$ cat src/rtl/mem_ctrl_pkg.sv
// Shared types and constants for the memory access controller and the memory address register.
package mem_ctrl_pkg;

    localparam int unsigned MEM_ADDR_W = 22;

    typedef enum logic [1:0] {
        StIdle   = 2'd0,
        StLoad   = 2'd1,
        StAccess = 2'd2,
        StDone   = 2'd3
    } mem_state_e;

    typedef enum logic {
        OWN_B = 1'b0,
        OWN_C = 1'b1
    } owner_e;

endpackage

$ cat src/rtl/mem_wait_timer.sv
// Wait-state counter for the ACCESS phase; flags the cycle in which the count reaches TIMEOUT.
module mem_wait_timer #(
    parameter int unsigned TIMEOUT = 15
) (
    input  logic clk,
    input  logic reset,
    input  logic clr,
    input  logic en,
    output logic expired
);

    localparam logic [7:0] Limit = 8'(TIMEOUT);

    logic [7:0] count_q;
    logic [7:0] count_inc;

    assign count_inc = count_q + 8'd1;

    // Asserted in the cycle whose increment brings the count to TIMEOUT, so the
    // FSM leaves ACCESS after exactly TIMEOUT cycles without ready.
    assign expired = en && (count_inc == Limit);

    always_ff @(posedge clk) begin
        if (reset) begin
            count_q <= 8'd0;
        end else if (clr) begin
            count_q <= 8'd0;
        end else if (en) begin
            count_q <= count_inc;
        end
    end

endmodule

$ cat src/rtl/mem_access_ctrl.sv
// Arbitrates BUS B / BUS C memory accesses, sequences MAR load and rd/wr strobes, returns ack/err.
module mem_access_ctrl #(
    parameter int unsigned TIMEOUT = 15,
    parameter int unsigned RR_MODE = 0
) (
    input  logic clk,
    input  logic reset,
    input  logic b_req,
    input  logic b_we,
    input  logic c_req,
    input  logic c_we,
    input  logic mem_ready,
    output logic busb_in,
    output logic busc_in,
    output logic mem_rd,
    output logic mem_wr,
    output logic b_ack,
    output logic c_ack,
    output logic err,
    output logic busy
);

    import mem_ctrl_pkg::*;

    mem_state_e state_q, state_d;
    owner_e     own_q, own_d;
    logic       we_q, we_d;
    logic       err_q, err_d;
    logic       last_c_q, last_c_d;
    logic       tmr_clr, tmr_en, tmr_expired;

    mem_wait_timer #(
        .TIMEOUT (TIMEOUT)
    ) u_timer (
        .clk     (clk),
        .reset   (reset),
        .clr     (tmr_clr),
        .en      (tmr_en),
        .expired (tmr_expired)
    );

    always_comb begin
        state_d  = state_q;
        own_d    = own_q;
        we_d     = we_q;
        err_d    = err_q;
        last_c_d = last_c_q;
        tmr_clr  = 1'b0;
        tmr_en   = 1'b0;
        unique case (state_q)
            StIdle: begin
                if (b_req || c_req) begin
                    if (b_req && c_req && (RR_MODE != 0)) begin
                        own_d = last_c_q ? OWN_B : OWN_C;
                    end else begin
                        own_d = b_req ? OWN_B : OWN_C;
                    end
                    we_d    = (own_d == OWN_B) ? b_we : c_we;
                    err_d   = 1'b0;
                    state_d = StLoad;
                end
            end
            StLoad: begin
                tmr_clr = 1'b1;
                state_d = StAccess;
            end
            StAccess: begin
                // Ready takes precedence over a simultaneous timeout.
                if (mem_ready) begin
                    err_d   = 1'b0;
                    state_d = StDone;
                end else begin
                    tmr_en = 1'b1;
                    if (tmr_expired) begin
                        err_d   = 1'b1;
                        state_d = StDone;
                    end
                end
            end
            StDone: begin
                last_c_d = (own_q == OWN_C);
                state_d  = StIdle;
            end
            default: state_d = StIdle;
        endcase
    end

    // Outputs are flopped from the next-state decode so they line up with the state register.
    always_ff @(posedge clk) begin
        if (reset) begin
            state_q  <= StIdle;
            own_q    <= OWN_B;
            we_q     <= 1'b0;
            err_q    <= 1'b0;
            last_c_q <= 1'b1;
            busb_in  <= 1'b0;
            busc_in  <= 1'b0;
            mem_rd   <= 1'b0;
            mem_wr   <= 1'b0;
            b_ack    <= 1'b0;
            c_ack    <= 1'b0;
            err      <= 1'b0;
            busy     <= 1'b0;
        end else begin
            state_q  <= state_d;
            own_q    <= own_d;
            we_q     <= we_d;
            err_q    <= err_d;
            last_c_q <= last_c_d;
            busb_in  <= (state_d == StLoad) && (own_d == OWN_B);
            busc_in  <= (state_d == StLoad) && (own_d == OWN_C);
            mem_rd   <= (state_d == StAccess) && !we_d;
            mem_wr   <= (state_d == StAccess) && we_d;
            b_ack    <= (state_d == StDone) && (own_d == OWN_B);
            c_ack    <= (state_d == StDone) && (own_d == OWN_C);
            err      <= (state_d == StDone) && err_d;
            busy     <= (state_d != StIdle);
        end
    end

endmodule

$ cat config.mk
export PLATFORM = sky130hd
export DESIGN_NAME = mem_access_ctrl
export DESIGN_NICKNAME = d
export VERILOG_FILES = /design/src/rtl/mem_ctrl_pkg.sv /design/src/rtl/mem_wait_timer.sv /design/src/rtl/mem_access_ctrl.sv
export SDC_FILE = /design/constraint.sdc
export NUM_CORES = 1
export LEC_CHECK = 0
export ABC_AREA = 1
export CORE_MARGIN = 1.5
export CORE_UTILIZATION = 45
export CTS_CLUSTER_SIZE = 24
export DETAILED_ROUTE_END_ITERATION = 16
export MAX_ROUTING_LAYER = met4
export PLACE_DENSITY = 0.68
export SYNTH_ARGS = -nofsm -noshare
export SYNTH_HDL_FRONTEND = slang
export SYNTH_SLANG_ARGS = --single-unit
$ cat constraint.sdc
create_clock -name clk -period 2.03 [get_ports clk]
set_input_delay 0.406 -clock clk [delete_from_list [all_inputs] [get_ports clk]]
set_output_delay 0.406 -clock clk [all_outputs]
set_load 0.01 [all_outputs]
* After elaboration in Yosys (flattened, before gate mapping)
Index checks and enable logic that the tools add are counted.
** Cells by class
- $add $sub $neg :: 1
- Equal/unequal tests :: 7
- Mux-type cells :: 19
- Bitwise logic cells :: 1
- Reductions and logical operators :: 13
** Operators by type and width (number)
- $mux W1 :: 14
- $add A8 B1 Y8 const B :: 1
- $eq A2 B2 Y1 const B :: 4
- $eq A8 B4 Y1 const B :: 1
- $logic_and A1 B1 Y1 :: 8
- $pmux W2 S4 :: 1
- $mux W2 :: 3
- $eq A2 B1 Y1 const B :: 2
- $logic_not A2 Y1 :: 1
- $pmux W1 S2 :: 1
- $reduce_bool A2 Y1 :: 1
- $reduce_or A2 Y1 :: 1
- $logic_not A1 Y1 :: 1
- $logic_or A1 B1 Y1 :: 1
- $not A1 Y1 :: 1
** Word-level totals
- Flip-flop bits (word level) :: 21
- Input port bits :: 7
- Logic and storage cells :: 54

* Depth between registers and ports, before layout
Gate-level depths: netlist of run 1.
- Depth in word-level cells :: 8
- Mapped depth :: 13
- Depth with buffers taken out :: 13

* Modules after synthesis
A second synthesis of run 1 with hierarchy kept.
** Unflattened totals
- Cell total of the unflattened synthesis :: 153
- Area total of the unflattened synthesis :: 1048.5 um2
** By module, submodules not included
- mem_access_ctrl :: instances 1, cells each 77, area each 559.3 um2, sequential area each 260.2 um2
- mem_wait_timer :: instances 1, cells each 76, area each 489.2 um2, sequential area each 160.2 um2

* Worst setup path after synthesis of run 1
OpenSTA, ideal clock, no wires.
- Kind :: reg-to-reg
- Start :: reg state_q[0]
- End :: reg b_ack
- Arrival :: 1.424 ns
- Required time :: 1.966 ns
- Setup slack :: 0.542 ns
- Stages on the path, launching flop included :: 14
- Path buffers :: 0
- Cell sequence :: dfxtp_1 -> inv_1 -> ha_1 -> inv_1 -> or2_1 -> nor2_2 -> nand2_1 -> nor2_1 -> nand3_2 -> nand2_2 -> nand2_2 -> nand2_4 -> nand2_4 -> nor2_1
** Between the ends
- Word-level cells in the longest chain between the ends :: 8
- Elaborated cells between the ends (all ways) :: 14
** RTL lines
- start: declaration :: RTL line mem_access_ctrl.sv:25 : mem_state_e state_q, state_d;
- start signal: assignment :: RTL line mem_access_ctrl.sv:91 : state_q <= StIdle;
- start signal: assignment :: RTL line mem_access_ctrl.sv:105 : state_q <= state_d;
- $eq A2 B2 Y1 :: RTL line mem_access_ctrl.sv:50 : unique case (state_q)
- $mux W1 :: RTL line mem_access_ctrl.sv:50
- $logic_and A1 B1 Y1 :: RTL line mem_wait_timer.sv:21 : assign expired = en && (count_inc == Limit);
- $mux W2 :: RTL line mem_access_ctrl.sv:74 : if (tmr_expired) begin
- $mux W2 :: RTL line mem_access_ctrl.sv:69 : if (mem_ready) begin
- $pmux W2 S4 :: RTL line mem_access_ctrl.sv:50
- $eq A2 B2 Y1 :: RTL line mem_access_ctrl.sv:114 : b_ack <= (state_d == StDone) && (own_d == OWN_B);
- $logic_and A1 B1 Y1 * :: RTL line mem_access_ctrl.sv:114
- end signal: assignment :: RTL line mem_access_ctrl.sv:114
- end: declaration :: RTL line mem_access_ctrl.sv:17 : output logic b_ack,
Every way passes the cells marked *; elsewhere a longest branch is shown, timed or not.
A chain may end at the register's enable or synchronous reset.

* Worst setup path in the final report of run 1
- Start :: reg state_q[0]
- End :: reg busb_in
** Between the ends
- Word-level cells in the longest chain between the ends :: 8
- Elaborated cells between the ends (all ways) :: 14
** RTL lines
- $eq A2 B2 Y1 :: RTL line mem_access_ctrl.sv:50
- $mux W1 :: RTL line mem_access_ctrl.sv:50
- $logic_and A1 B1 Y1 :: RTL line mem_wait_timer.sv:21
- $mux W2 :: RTL line mem_access_ctrl.sv:74
- $mux W2 :: RTL line mem_access_ctrl.sv:69
- $pmux W2 S4 :: RTL line mem_access_ctrl.sv:50
- $eq A2 B1 Y1 :: RTL line mem_access_ctrl.sv:110 : busb_in <= (state_d == StLoad) && (own_d == OWN_B);
- $logic_and A1 B1 Y1 * :: RTL line mem_access_ctrl.sv:110
- end signal: assignment :: RTL line mem_access_ctrl.sv:110
- end: declaration :: RTL line mem_access_ctrl.sv:13 : output logic busb_in,
Marked as above.

==> results_tabular.tex, run 1 <==
\begin{tabular}{lr}
\hline
Metric & Value \\
\hline
\multicolumn{2}{l}{\textbf{Die}} \\
Y dimension of the die & 50.0 microns \\
Rows & 16 \\
Area inside the core boundary & roughly 0.0020 sq mm \\
Starting density of the core & just under 50\% \\
Die footprint & 0.00250 sq mm \\
Horiz. Die Dim & between 50 and 60 microns \\
I/O pin total & 15 \\
\multicolumn{2}{l}{\textbf{Critical path}} \\
Worst setup EP type & register \\
Cell with the biggest individual delay on the critical path & dfxtp\_1 \\
Cell-by-cell listing of the critical path & inv\_1 -> ha\_1 -> inv\_1 -> or2\_1 -> nor2\_2 -> nand2\_1 -> nor2\_1 -> nand3\_2 -> nand2\_2 -> nand2\_2 -> nand2\_4 -> nand2\_2 -> nor2\_1 \\
Worst path required time & approximately 2300 ps \\
Start-to-end type of the worst setup path & reg -> reg \\
Maximum fanout encountered on the critical timing path & 5 \\
Worst endpoint data arrival time & about 1900 ps \\
Crit path launch type & register \\
Worst reg2reg setup slack & 360 ps \\
CP peak stage delay & 340 ps \\
Most common cell on crit path & nand2\_2 \\
\multicolumn{2}{l}{\textbf{Min path}} \\
Worst hold-check path type & reg -> reg \\
\multicolumn{2}{l}{\textbf{Synth}} \\
Synthesis-stage register bit count & 21 \\
Count of unique library cells instantiated by Yosys & 19 \\
Netlist area before placement & around 1000 sq um \\
Portion of the post-synthesis area used by sequential elements & around 42\% \\
Number of nets produced by synthesis & around 150 \\
YS warnings & 0 \\
Gate count of the mapped netlist & between 100 and 150 \\
Mean area per synthesized cell & 7.11 sq um \\
\multicolumn{2}{l}{\textbf{Clocking}} \\
Worst-skew pair later-pin latency & 310 ps \\
Count of instances resized after the clock tree is built & 0 \\
Clk root buf & clkbuf\_4 \\
Post-CTS setup buffer count & 0 \\
Clock tree buffer depth & 2 \\
TritonCTS Buffers & 3 \\
Htree depth & 1 \\
CTS tree & done \\
CTS sink count & 21 \\
Count of hold buffers inserted by post-cts repair & 0 \\
Clock transition at the registers of the reported paths & 120 ps \\
\multicolumn{2}{l}{\textbf{Global route}} \\
Gr ovfl total & 0 \\
Initial antenna violation count & 0 \\
Largest net degree at the start of global routing & 13 \\
Number of global-route vias before repair & 785 \\
Wire length of the first global-routing pass & around 3200 microns \\
Total routing resource utilization after global routing & about 17\% \\
\multicolumn{2}{l}{\textbf{STA}} \\
Slack of the critical path & 362 ps \\
Setup violations, final & 0 \\
Slew @ Worst Pin & 381 ps \\
Max-slew headroom at the worst pin & 74.5\% \\
Final hold slack & around 560 ps \\
Maximum achievable frequency & roughly 0.60 GHz \\
Clock tree skew after final layout & approximately 4.7 ps \\
Unrepaired setup endpoints after global routing & false \\
Final critical-path required period & roughly 1700 ps \\
Final number of max-transition violations & 0 \\
Crit share post-route & $\sim$82\% \\
Total negative slack for setup checks & 0 ps \\
Number of hold violations in the final report & 0 \\
\multicolumn{2}{l}{\textbf{Layout}} \\
Top Registers & u\_timer.count\_q x8, state\_q x2 \\
Largest reg by FF count & u\_timer.count\_q \\
Post-route design area & roughly 0.0012 sq mm \\
Post-layout util & between 50\% and 60\% \\
Total Nets Final & roughly 170 \\
Synth-to-Final Area Change & 20.6\% \\
Filler cells & between 200 and 250 \\
Ant diodes & 0 \\
Non-filler cells, final & between 150 and 200 \\
Area used by sequential logic in the layout & between 400 and 500 sq um \\
Fraction of layout instances using a drive strength above 1 & between 10 and 15\% \\
Flip-flop count of the largest register after layout & 8 \\
Total area of multi-input combinational cells & about 470 sq um \\
\multicolumn{2}{l}{\textbf{Route}} \\
DRC violations left & 0 \\
Pre-antenna DRT Iters & 4 \\
Antenna viol nets, final & 0 \\
Final WL & roughly 1800 microns \\
Number of vias in the routed layout & approximately 850 \\
Number of DRC markers in iteration 0 & 28 \\
DR WL/cell & $\sim$9.6 microns \\
Routed vias/inst & 4.60 \\
\multicolumn{2}{l}{\textbf{Status}} \\
Run status & complete, no violations \\
\multicolumn{2}{l}{\textbf{Pwr}} \\
Internal portion of total power & 672 uW \\
Proportion of total power due to net switching & about a third \\
Relative contribution of combinational cells to total power & 31.4\% \\
Power Density & roughly 840 mW/mm\^{}2 \\
Clock group share of total power & about a fifth \\
LEAKAGE & around 0.55 nW \\
Overall Power & 1.01 mW \\
Sequential cell fraction of total power & around half \\
Worst ir drop on vdd & between 0.5 and 0.6 mV \\
Psw & around 340 uW \\
\multicolumn{2}{l}{\textbf{Placed design}} \\
Global placer's final weighted congestion & approximately 0.80 \\
Pre-CTS setup slack & roughly 120 ps \\
Dpl cells & between 150 and 200 \\
Post-place instance area & approximately 0.0012 sq mm \\
Post-detailed-placement half-perimeter wirelength & approximately 1400 microns \\
Port-buffer cells & 14 \\
\multicolumn{2}{l}{\textbf{Flow run}} \\
Max-cap violation count & 0 \\
\hline
\end{tabular}
cell usage in the layout (no fill, tap or decap), types with 2 or more instances in the layout:
| cell type | synthesis | layout |
|---|---|---|
| a21oi_1 | 8 | 8 |
| clkbuf_4 | 0 | 3 |
| clkdlybuf4s50_1 | 0 | 14 |
| dfxtp_1 | 21 | 21 |
| ha_1 | 5 | 5 |
| inv_1 | 25 | 25 |
| inv_2 | 2 | 2 |
| nand2_1 | 25 | 25 |
| nand2_2 | 4 | 4 |
| nand2_4 | 2 | 2 |
| nand3_1 | 5 | 5 |
| nor2_1 | 22 | 22 |
| nor2_2 | 4 | 4 |
| o21ai_0 | 10 | 10 |
logic make-up (layout without fill, tap and decap cells):
family | after synthesis | after routing | synth area share [%]
fa+ha+maj | 5 | 5 | 6.28
simple gates | 64 | 64 | 29.1
xor+xnor | 1 | 1 | 0.880
flops | 21 | 21 | 42.2
compound gates | 21 | 21 | 10.9
buf+inv | 28 | 46 | 10.6
routing by layer:
layer	part of all wire [%]	up-vias	wire length (microns)	global-route usage, %
li1	-	466	-	-
met1	53	371	935	23.3
met2	43	9	761	25.7
met3	2.0	5	35	2.73
met4	2.6	0	47	8.33
met5	0	-	0	-
power by group through the flow:
stage / clock network [mW] / logic (mW) / registers, mW
after CTS: 0.213 / 0.320 / 0.492
after global routing: 0.233 / 0.360 / 0.500
after floorplan: 0 / 0.202 / 0.510
after detailed placement: 0 / 0.319 / 0.501
after global placement: 0 / 0.314 / 0.501
final: 0.203 / 0.319 / 0.492
worst paths after layout:
kind | start | endpoint | depth (start not counted)
worst max register to register | state_q[0]$_SDFF_PP0_ | busb_in$_SDFF_PP0_ | 13
worst max-delay path | state_q[0]$_SDFF_PP0_ | busb_in$_SDFF_PP0_ | 13
worst min register to register | u_timer.count_q[0]$_SDFFE_PP0P_ | u_timer.count_q[0]$_SDFFE_PP0P_ | 2
worst min-delay path | u_timer.count_q[0]$_SDFFE_PP0P_ | u_timer.count_q[0]$_SDFFE_PP0P_ | 2
synthesized netlist by cell type:
master | instances | area [sq um]
nand3_2 | 1 | 10.0
o21a_1 | 1 | 7.51
a21oi_1 | 8 | 40.0
o22ai_1 | 1 | 6.26
dfxtp_1 | 21 | 420
ha_1 | 5 | 62.6
nor2_2 | 4 | 25.0
xor2_1 | 1 | 8.76
o21ai_0 | 10 | 50.1
inv_2 | 2 | 7.51
nand2_4 | 2 | 22.5
nand2_1 | 25 | 93.8
o21ai_1 | 1 | 5.00
clkbuf_1 | 1 | 3.75
nand3_1 | 5 | 25.0
inv_1 | 25 | 93.8
or2_1 | 1 | 6.26
nor2_1 | 22 | 82.6
nand2_2 | 4 | 25.0
layout make-up:
class                      instances  area share (%)
inverter                          27            8.44
multi-input combinational         91            39.2
sequential                        21            35.0
tap                               27            2.81
clock buffer                       3            1.88
timing repair buffer              15            12.3
clock inverter                     1           0.417
worst max-delay path, delay by kind of cell, from the launching register on:
family	cells	cell delay, ps
adders and majority gates	1	150
buffers and inverters	2	150
and+or+nand+nor	10	960
DFF	1	340
(Power assumes the default switching activity.)
==> run 2, diff against run 1 <==
==> constraint.sdc (replaced) <==
create_clock -name clk -period 1.62 [get_ports clk]
set_input_delay 0.324 -clock clk [delete_from_list [all_inputs] [get_ports clk]]
set_output_delay 0.324 -clock clk [all_outputs]
set_load 0.01 [all_outputs]
==> run 2 against run 1 <==
Effect of this change:
- the flow now finishes with violations (negative setup slack)
- worst setup slack worse by 460 ps
- critical path depth down 1
- die area unchanged
- sequential power up 25%
- largest power group unchanged
==> results_tabular.tex, run 2 (synthesis results as in run 1) <==
\begin{tabular}{lr}
\hline
Metric & Value \\
\hline
\multicolumn{2}{l}{\textbf{Pwr}} \\
LEAKAGE & between 0.6 and 0.7 nW \\
Worst ir drop on vdd & 0.731 mV \\
Power Density & slightly above 1000 mW/mm\^{}2 \\
Overall Power & around 1.4 mW \\
\multicolumn{2}{l}{\textbf{Critical path}} \\
Maximum fanout encountered on the critical timing path & 5 \\
Startpoint of the worst-slack reg-to-reg timing path & state\_q[1]\$\_SDFF\_PP0\_ \\
Worst reg2reg setup slack & -90 ps \\
Crit path launch type & register \\
Bufs and invs on worst path & 1 \\
Worst path required time & between 1500 and 2000 ps \\
Worst setup path endpoint & b\_ack\$\_SDFF\_PP0\_ \\
Most common cell on crit path & nand2\_2 \\
Reg-to-reg endpoint & b\_ack\$\_SDFF\_PP0\_ \\
Start-to-end type of the worst setup path & reg -> reg \\
Worst endpoint data arrival time & 1960 ps \\
CP peak stage delay & around 400 ps \\
Number of gates on the worst path with buffers counted & 12 \\
Cell with the biggest individual delay on the critical path & dfxtp\_1 \\
Cell-by-cell listing of the critical path & ha\_4 -> inv\_2 -> or2\_4 -> nor2\_4 -> nand2\_2 -> nor2\_2 -> nand3\_2 -> nand2\_2 -> nand2\_2 -> nand2\_4 -> nand2\_4 -> nor2\_1 \\
Startpoint of the worst setup timing path & state\_q[1]\$\_SDFF\_PP0\_ \\
Worst setup EP type & register \\
Worst Reg-to-Reg Cells & 12 \\
Top delay family on crit path & simple AND/OR/NAND/NOR gates \\
\multicolumn{2}{l}{\textbf{Die}} \\
Die footprint & between 0.002 and 0.003 sq mm \\
Y dimension of the die & 50.0 microns \\
Horiz. Die Dim & 50.0 microns \\
Starting density of the core & about half \\
I/O pin total & 15 \\
Rows & 16 \\
Area inside the core boundary & just over 0.002 sq mm \\
\multicolumn{2}{l}{\textbf{Status}} \\
Failing checks & negative setup slack \\
Run status & finished with violations \\
\multicolumn{2}{l}{\textbf{Layout}} \\
Ant diodes & 0 \\
Fraction of layout instances using a drive strength above 1 & 24.9\% \\
Filler cells & 180 \\
Top Registers & u\_timer.count\_q x8, state\_q x2 \\
Total Nets Final & between 150 and 200 \\
Largest reg by FF count & u\_timer.count\_q \\
Synth-to-Final Area Change & 34.3\% \\
Most common cell after layout, fill and taps aside & inv\_1 \\
Commonest cells after routing, fill and taps aside & 23 x inv\_1, 22 x nand2\_1, 20 x dfxtp\_1 \\
Flip-flop count of the largest register after layout & 8 \\
\multicolumn{2}{l}{\textbf{STA}} \\
Final critical-path required period & roughly 1700 ps \\
Unrepaired setup endpoints after global routing & true \\
Max-slew headroom at the worst pin & 83.1\% \\
Setup violations, final & 7 \\
Maximum achievable frequency & between 0.5 and 0.6 GHz \\
Slew @ Worst Pin & between 200 and 300 ps \\
Total negative slack for setup checks & -311 ps \\
Clock tree skew after final layout & between 1.5 and 2 ps \\
Crit share post-route & 106\% \\
Number of hold violations in the final report & 0 \\
Slack of the critical path & -93.7 ps \\
Final number of max-transition violations & 0 \\
\multicolumn{2}{l}{\textbf{Clocking}} \\
Worst-skew pair later-pin latency & $\sim$300 ps \\
Clock tree buffer depth & 2 \\
CTS tree & done \\
Htree depth & 1 \\
CTS sink count & 21 \\
Count of hold buffers inserted by post-cts repair & 0 \\
Clk root buf & clkbuf\_4 \\
Clock transition at the registers of the reported paths & around 120 ps \\
TritonCTS Buffers & 3 \\
\multicolumn{2}{l}{\textbf{Placed design}} \\
Post-detailed-placement half-perimeter wirelength & $\sim$1600 microns \\
Global placer's final weighted congestion & 0.856 \\
Port-buffer cells & 14 \\
\multicolumn{2}{l}{\textbf{Global route}} \\
Largest net degree at the start of global routing & 13 \\
Initial antenna violation count & 0 \\
Wire length of the first global-routing pass & 3710 microns \\
Total routing resource utilization after global routing & 19.8\% \\
Gr ovfl total & 0 \\
Number of global-route vias before repair & about 890 \\
\multicolumn{2}{l}{\textbf{Route}} \\
Pre-antenna DRT Iters & 4 \\
Number of DRC markers in iteration 0 & 26 \\
Routed vias/inst & $\sim$4.7 \\
DR WL/cell & 10.5 microns \\
DRC violations left & 0 \\
Final WL & 2060 microns \\
Number of vias in the routed layout & $\sim$900 \\
Antenna viol nets, final & 0 \\
\multicolumn{2}{l}{\textbf{Min path}} \\
Worst hold-check path type & reg -> reg \\
\multicolumn{2}{l}{\textbf{Flow run}} \\
Max-cap violation count & 0 \\
\hline
\end{tabular}
==> run 2: power by group <==
part / switching, mW / internal (mW) / total (mW) / leakage [nW]
Clock: 0.159 / 0.0920 / 0.251 / 0.0177
Sequential: 0.0322 / 0.585 / 0.617 / 0.171
Combinational: 0.284 / 0.216 / 0.500 / 0.424
==> run 2: how the worst min path moves through the flow <==
stage,start,to,slack (ps),depth (start not counted)
finish,err_q$_SDFF_PP0_,err_q$_SDFF_PP0_,570,4
floorplan,reset,own_q$_SDFF_PP0_,410,1
global placement,u_timer.count_q[4]$_SDFFE_PP0P_,u_timer.count_q[4]$_SDFFE_PP0P_,550,2
global route,err_q$_SDFF_PP0_,err$_SDFF_PP0_,610,4
detailed placement,err_q$_SDFF_PP0_,err_q$_SDFF_PP0_,550,4
CTS,we_q$_SDFF_PP0_,mem_rd$_SDFF_PP0_,580,3
==> run 2: what timing repair did <==
item | 4_1_cts | 5_1_grt
gates resized for setup | 3 | 15
setup endpoints to repair | 7 | 9
hold endpoints to repair | 0 | 0
pin swaps | 0 | 10
buffers inserted | 0 | 2
gates cloned | 0 | 0
==> run 2: final cells by class <==
class	instances	area (sq um)	share of cell area [%]
sequential	21	422	31.5
clock buffer	3	22.5	1.68
clock inverter	1	5.00	0.374
tap	27	33.8	2.53
inverter	27	101	7.58
timing repair buffer	26	230	17.2
multi-input combinational	91	523	39.1
==> run 2: metrics by stage <==
| stage | hold WS (ps) | instances | setup WS (ps) | area, sq um | util, % |
|---|---|---|---|---|---|
| floorplan | 408 | 140 | 132 | 996 | - |
| global placement | 550 | 190 | -164 | 1240 | 61.4 |
| detailed placement | 545 | 190 | -226 | 1240 | 61.4 |
| CTS | 577 | 194 | 0.689 | 1270 | 62.9 |
| global route | 608 | 196 | -211 | 1340 | 66.2 |
| finish | 570 | 196 | -93.7 | 1340 | 66.2 |
==> run 2: worst min-delay path: cells and delay by family, from the launching register on <==
kind	cells	cell delay, ps
flip-flops	1	320
AND/OR/NAND/NOR	3	180
buffers and inverters	1	30
==> run 2: per-layer routing <==
| metal | global-route usage [%] | wire length, microns | vias to the layer above |
|---|---|---|---|
| met4 | 5.56 | 25 | 0 |
| li1 | - | - | 487 |
| met1 | 25.7 | 979 | 410 |
| met5 | - | 0 | - |
| met3 | 3.94 | 83 | 5 |
| met2 | 31.1 | 972 | 19 |
==> run 3, diff against run 2 <==
--- a/config.mk
+++ b/config.mk
@@ -5,7 +5,6 @@
 export SDC_FILE = /design/constraint.sdc
 export NUM_CORES = 1
 export LEC_CHECK = 0
-export ABC_AREA = 1
 export CORE_MARGIN = 1.5
 export CORE_UTILIZATION = 45
 export CTS_CLUSTER_SIZE = 24
==> run 3 against run 2 <==
Effect of this change:
- core utilization is 0.98 points lower
- non-clock buffer count is 6 higher
- power is 46% higher
- area after synthesis is 1.9% higher
- worst hold slack worse by 24 ps
- final cell count is 12% lower
- clock power hardly changed
- global-route usage is 0.47 points higher
- the run now ends clean
- clock skew is 5.4 ps higher
- via count is 2.4% lower
==> results_tabular.tex, run 3 <==
\begin{tabular}{lr}
\hline
Metric & Value \\
\hline
\multicolumn{2}{l}{\textbf{Critical path}} \\
Start-to-end type of the worst setup path & reg -> reg \\
Worst setup EP type & register \\
Crit path launch type & register \\
Worst Reg-to-Reg Cells & 7 \\
Worst path required time & between 1500 and 2000 ps \\
Maximum fanout encountered on the critical timing path & 7 \\
Startpoint of the worst setup timing path & state\_q[0]\$\_SDFF\_PP0\_ \\
Worst endpoint data arrival time & around 1800 ps \\
Startpoint of the worst-slack reg-to-reg timing path & state\_q[0]\$\_SDFF\_PP0\_ \\
\multicolumn{2}{l}{\textbf{Global route}} \\
Wire length of the first global-routing pass & 3850 microns \\
Largest net degree at the start of global routing & 13 \\
Initial antenna violation count & 0 \\
Gr ovfl total & 0 \\
Number of global-route vias before repair & around 900 \\
Total routing resource utilization after global routing & about a fifth \\
\multicolumn{2}{l}{\textbf{Route}} \\
Antenna viol nets, final & 0 \\
Pre-antenna DRT Iters & 4 \\
DRC violations left & 0 \\
DR WL/cell & 13.7 microns \\
Routed vias/inst & 5.23 \\
Number of vias in the routed layout & approximately 900 \\
Number of DRC markers in iteration 0 & 16 \\
Final WL & roughly 2300 microns \\
\multicolumn{2}{l}{\textbf{STA}} \\
Clock tree skew after final layout & between 7 and 8 ps \\
Max-slew headroom at the worst pin & between 70\% and 80\% \\
Maximum achievable frequency & between 0.6 and 0.7 GHz \\
Number of hold violations in the final report & 0 \\
Setup violations, final & 0 \\
Final hold slack & roughly 550 ps \\
Final critical-path required period & 1590 ps \\
Final number of max-transition violations & 0 \\
Crit share post-route & between 90\% and 100\% \\
Unrepaired setup endpoints after global routing & true \\
Slew @ Worst Pin & between 300 and 400 ps \\
\multicolumn{2}{l}{\textbf{Layout}} \\
Total Nets Final & $\sim$160 \\
Synth-to-Final Area Change & 39.3\% \\
Most common cell after layout, fill and taps aside & buf\_4 \\
Area used by sequential logic in the layout & 428 sq um \\
Ant diodes & 0 \\
Largest reg by FF count & u\_timer.count\_q \\
Filler cells & 175 \\
Total area of multi-input combinational cells & between 600 and 700 sq um \\
Flip-flop count of the largest register after layout & 8 \\
Non-filler cells, final & $\sim$170 \\
Commonest cells after routing, fill and taps aside & 18 x buf\_4, 17 x nor2\_1, 17 x dfxtp\_1 \\
Top Registers & u\_timer.count\_q x8, state\_q x2 \\
Fraction of layout instances using a drive strength above 1 & 31.3\% \\
Post-layout util & 65.2\% \\
\multicolumn{2}{l}{\textbf{Min path}} \\
Cell depth of the worst min-delay path & 2 \\
Start point of the worst hold path & err\_q\$\_SDFF\_PP0\_ \\
Worst hold-check path type & reg -> reg \\
\multicolumn{2}{l}{\textbf{Pwr}} \\
Clock group share of total power & around an eighth \\
LEAKAGE & approximately 0.55 nW \\
Proportion of total power due to net switching & a little under two fifths \\
Relative contribution of combinational cells to total power & between 50\% and 60\% \\
Internal portion of total power & approximately 1.2 mW \\
Worst ir drop on vdd & between 0.9 and 1 mV \\
Psw & between 700 and 800 uW \\
Power Density & 1410 mW/mm\^{}2 \\
Sequential cell fraction of total power & $\sim$34\% \\
\multicolumn{2}{l}{\textbf{Synth}} \\
YS warnings & 0 \\
Synth area leader & dfxtp\_1 \\
Number of nets produced by synthesis & 125 \\
Async set-reset flop share out of synthesis & 0\% \\
EDFF count, synth & 0 \\
Top area cells in the synthesized netlist & dfxtp\_1 41\%, nor2\_1 6.7\%, ha\_1 6.2\% \\
Leading post-synthesis cells by instance count & 21 x dfxtp\_1, 18 x nor2\_1, 6 x inv\_1 \\
Portion of the post-synthesis area used by sequential elements & about two fifths \\
Mean area per synthesized cell & between 8 and 9 sq um \\
Fraction of synthesized cell area taken by the top area cell type & just over 40\% \\
Netlist area before placement & 0.00101 sq mm \\
Synthesis-stage register bit count & 21 \\
Count of unique library cells instantiated by Yosys & 38 \\
Most common cell in the synthesized netlist & dfxtp\_1 \\
Gate count of the mapped netlist & about 110 \\
Post-synth top flop & dfxtp\_1 \\
\multicolumn{2}{l}{\textbf{Clocking}} \\
Count of hold buffers inserted by post-cts repair & 0 \\
TritonCTS Buffers & 3 \\
Clk root buf & clkbuf\_4 \\
Htree depth & 1 \\
CTS tree & done \\
Clock transition at the registers of the reported paths & roughly 120 ps \\
CTS sink count & 21 \\
Worst-skew pair later-pin latency & around 300 ps \\
Clock tree buffer depth & 2 \\
\multicolumn{2}{l}{\textbf{Die}} \\
Starting density of the core & between 40\% and 50\% \\
Rows & 17 \\
Y dimension of the die & $\sim$50 microns \\
I/O pin total & 15 \\
Area inside the core boundary & approximately 0.0022 sq mm \\
Horiz. Die Dim & around 50 microns \\
Die footprint & about 0.0025 sq mm \\
\multicolumn{2}{l}{\textbf{Status}} \\
Run status & complete, no violations \\
\multicolumn{2}{l}{\textbf{Flow run}} \\
Max-cap violation count & 0 \\
\multicolumn{2}{l}{\textbf{Placed design}} \\
Port-buffer cells & 14 \\
Post-detailed-placement half-perimeter wirelength & 1600 microns \\
Global placer's final weighted congestion & approximately 0.8 \\
Dpl cells & between 150 and 200 \\
\hline
\end{tabular}
run 3: worst max-delay path: stages (launching register included):
cell and delay [ps]:
dfxtp_2 350, inv_4 80, ha_4 130, and2b_2 180, nand4b_1 130, o21ai_2 230
a31oi_4 160, nor4_1 240
run 3: cell type report:
type / count / area share (%)
multi-input combinational: 81 / 43.9
sequential: 21 / 30.3
timing repair buffer: 32 / 19.5
tap: 28 / 2.48
inverter: 6 / 1.95
clock buffer: 3 / 1.59
clock inverter: 1 / 0.354
run 3: timing repair:
action / in CTS / in global routing
setup endpoints to repair: 8 / 9
pin swaps: 5 / 11
hold endpoints to repair: 0 / 0
buffers inserted: 2 / 1
gates resized for setup: 14 / 12
run 3: worst paths after layout:
kind,to,slack [ps]
hold / removal,err_q$_SDFF_PP0_,550
hold reg to reg,err_q$_SDFF_PP0_,550
setup reg to reg,busb_in$_SDFF_PP0_,30
setup / recovery,busb_in$_SDFF_PP0_,30
run 3: per-layer routing:
metal	up-vias	track usage [%]	routed length [microns]
met5	-	-	0
met4	0	5.41	14
met3	2	4.46	88
met2	13	31.8	1120
met1	424	26.5	1120
li1	460	-	-
run 3: power by group through the flow:
stage	Combinational [mW]	Clock [mW]	Sequential (mW)
global placement	0.894	0	0.668
CTS	0.954	0.261	0.674
floorplan	0.526	0	0.700
finish	1.07	0.250	0.683
detailed placement	0.904	0	0.669
global route	1.16	0.291	0.694
run 3: metrics by stage:
stage	area (sq um)	setup TNS (ps)	power, mW	setup slack (ps)
after floorplan	1010	0	1.23	31.7
after global placement	1280	-1710	1.56	-224
after detailed placement	1280	-2520	1.57	-307
after CTS	1360	-59.9	1.89	-39.2
after global routing	1410	-190	2.15	-62.2
final	1410	0	2.00	28.9
run 3: kinds of logic after synthesis:
family | after synthesis | share of synthesized area, %
AOI/OAI and AO/OA | 17 | 13.1
xor gates and xnor gates | 8 | 6.91
adders and majority gates | 5 | 6.17
buffers and inverters | 11 | 4.81
DFF | 21 | 41.4
and+or+nand+nor | 51 | 27.6
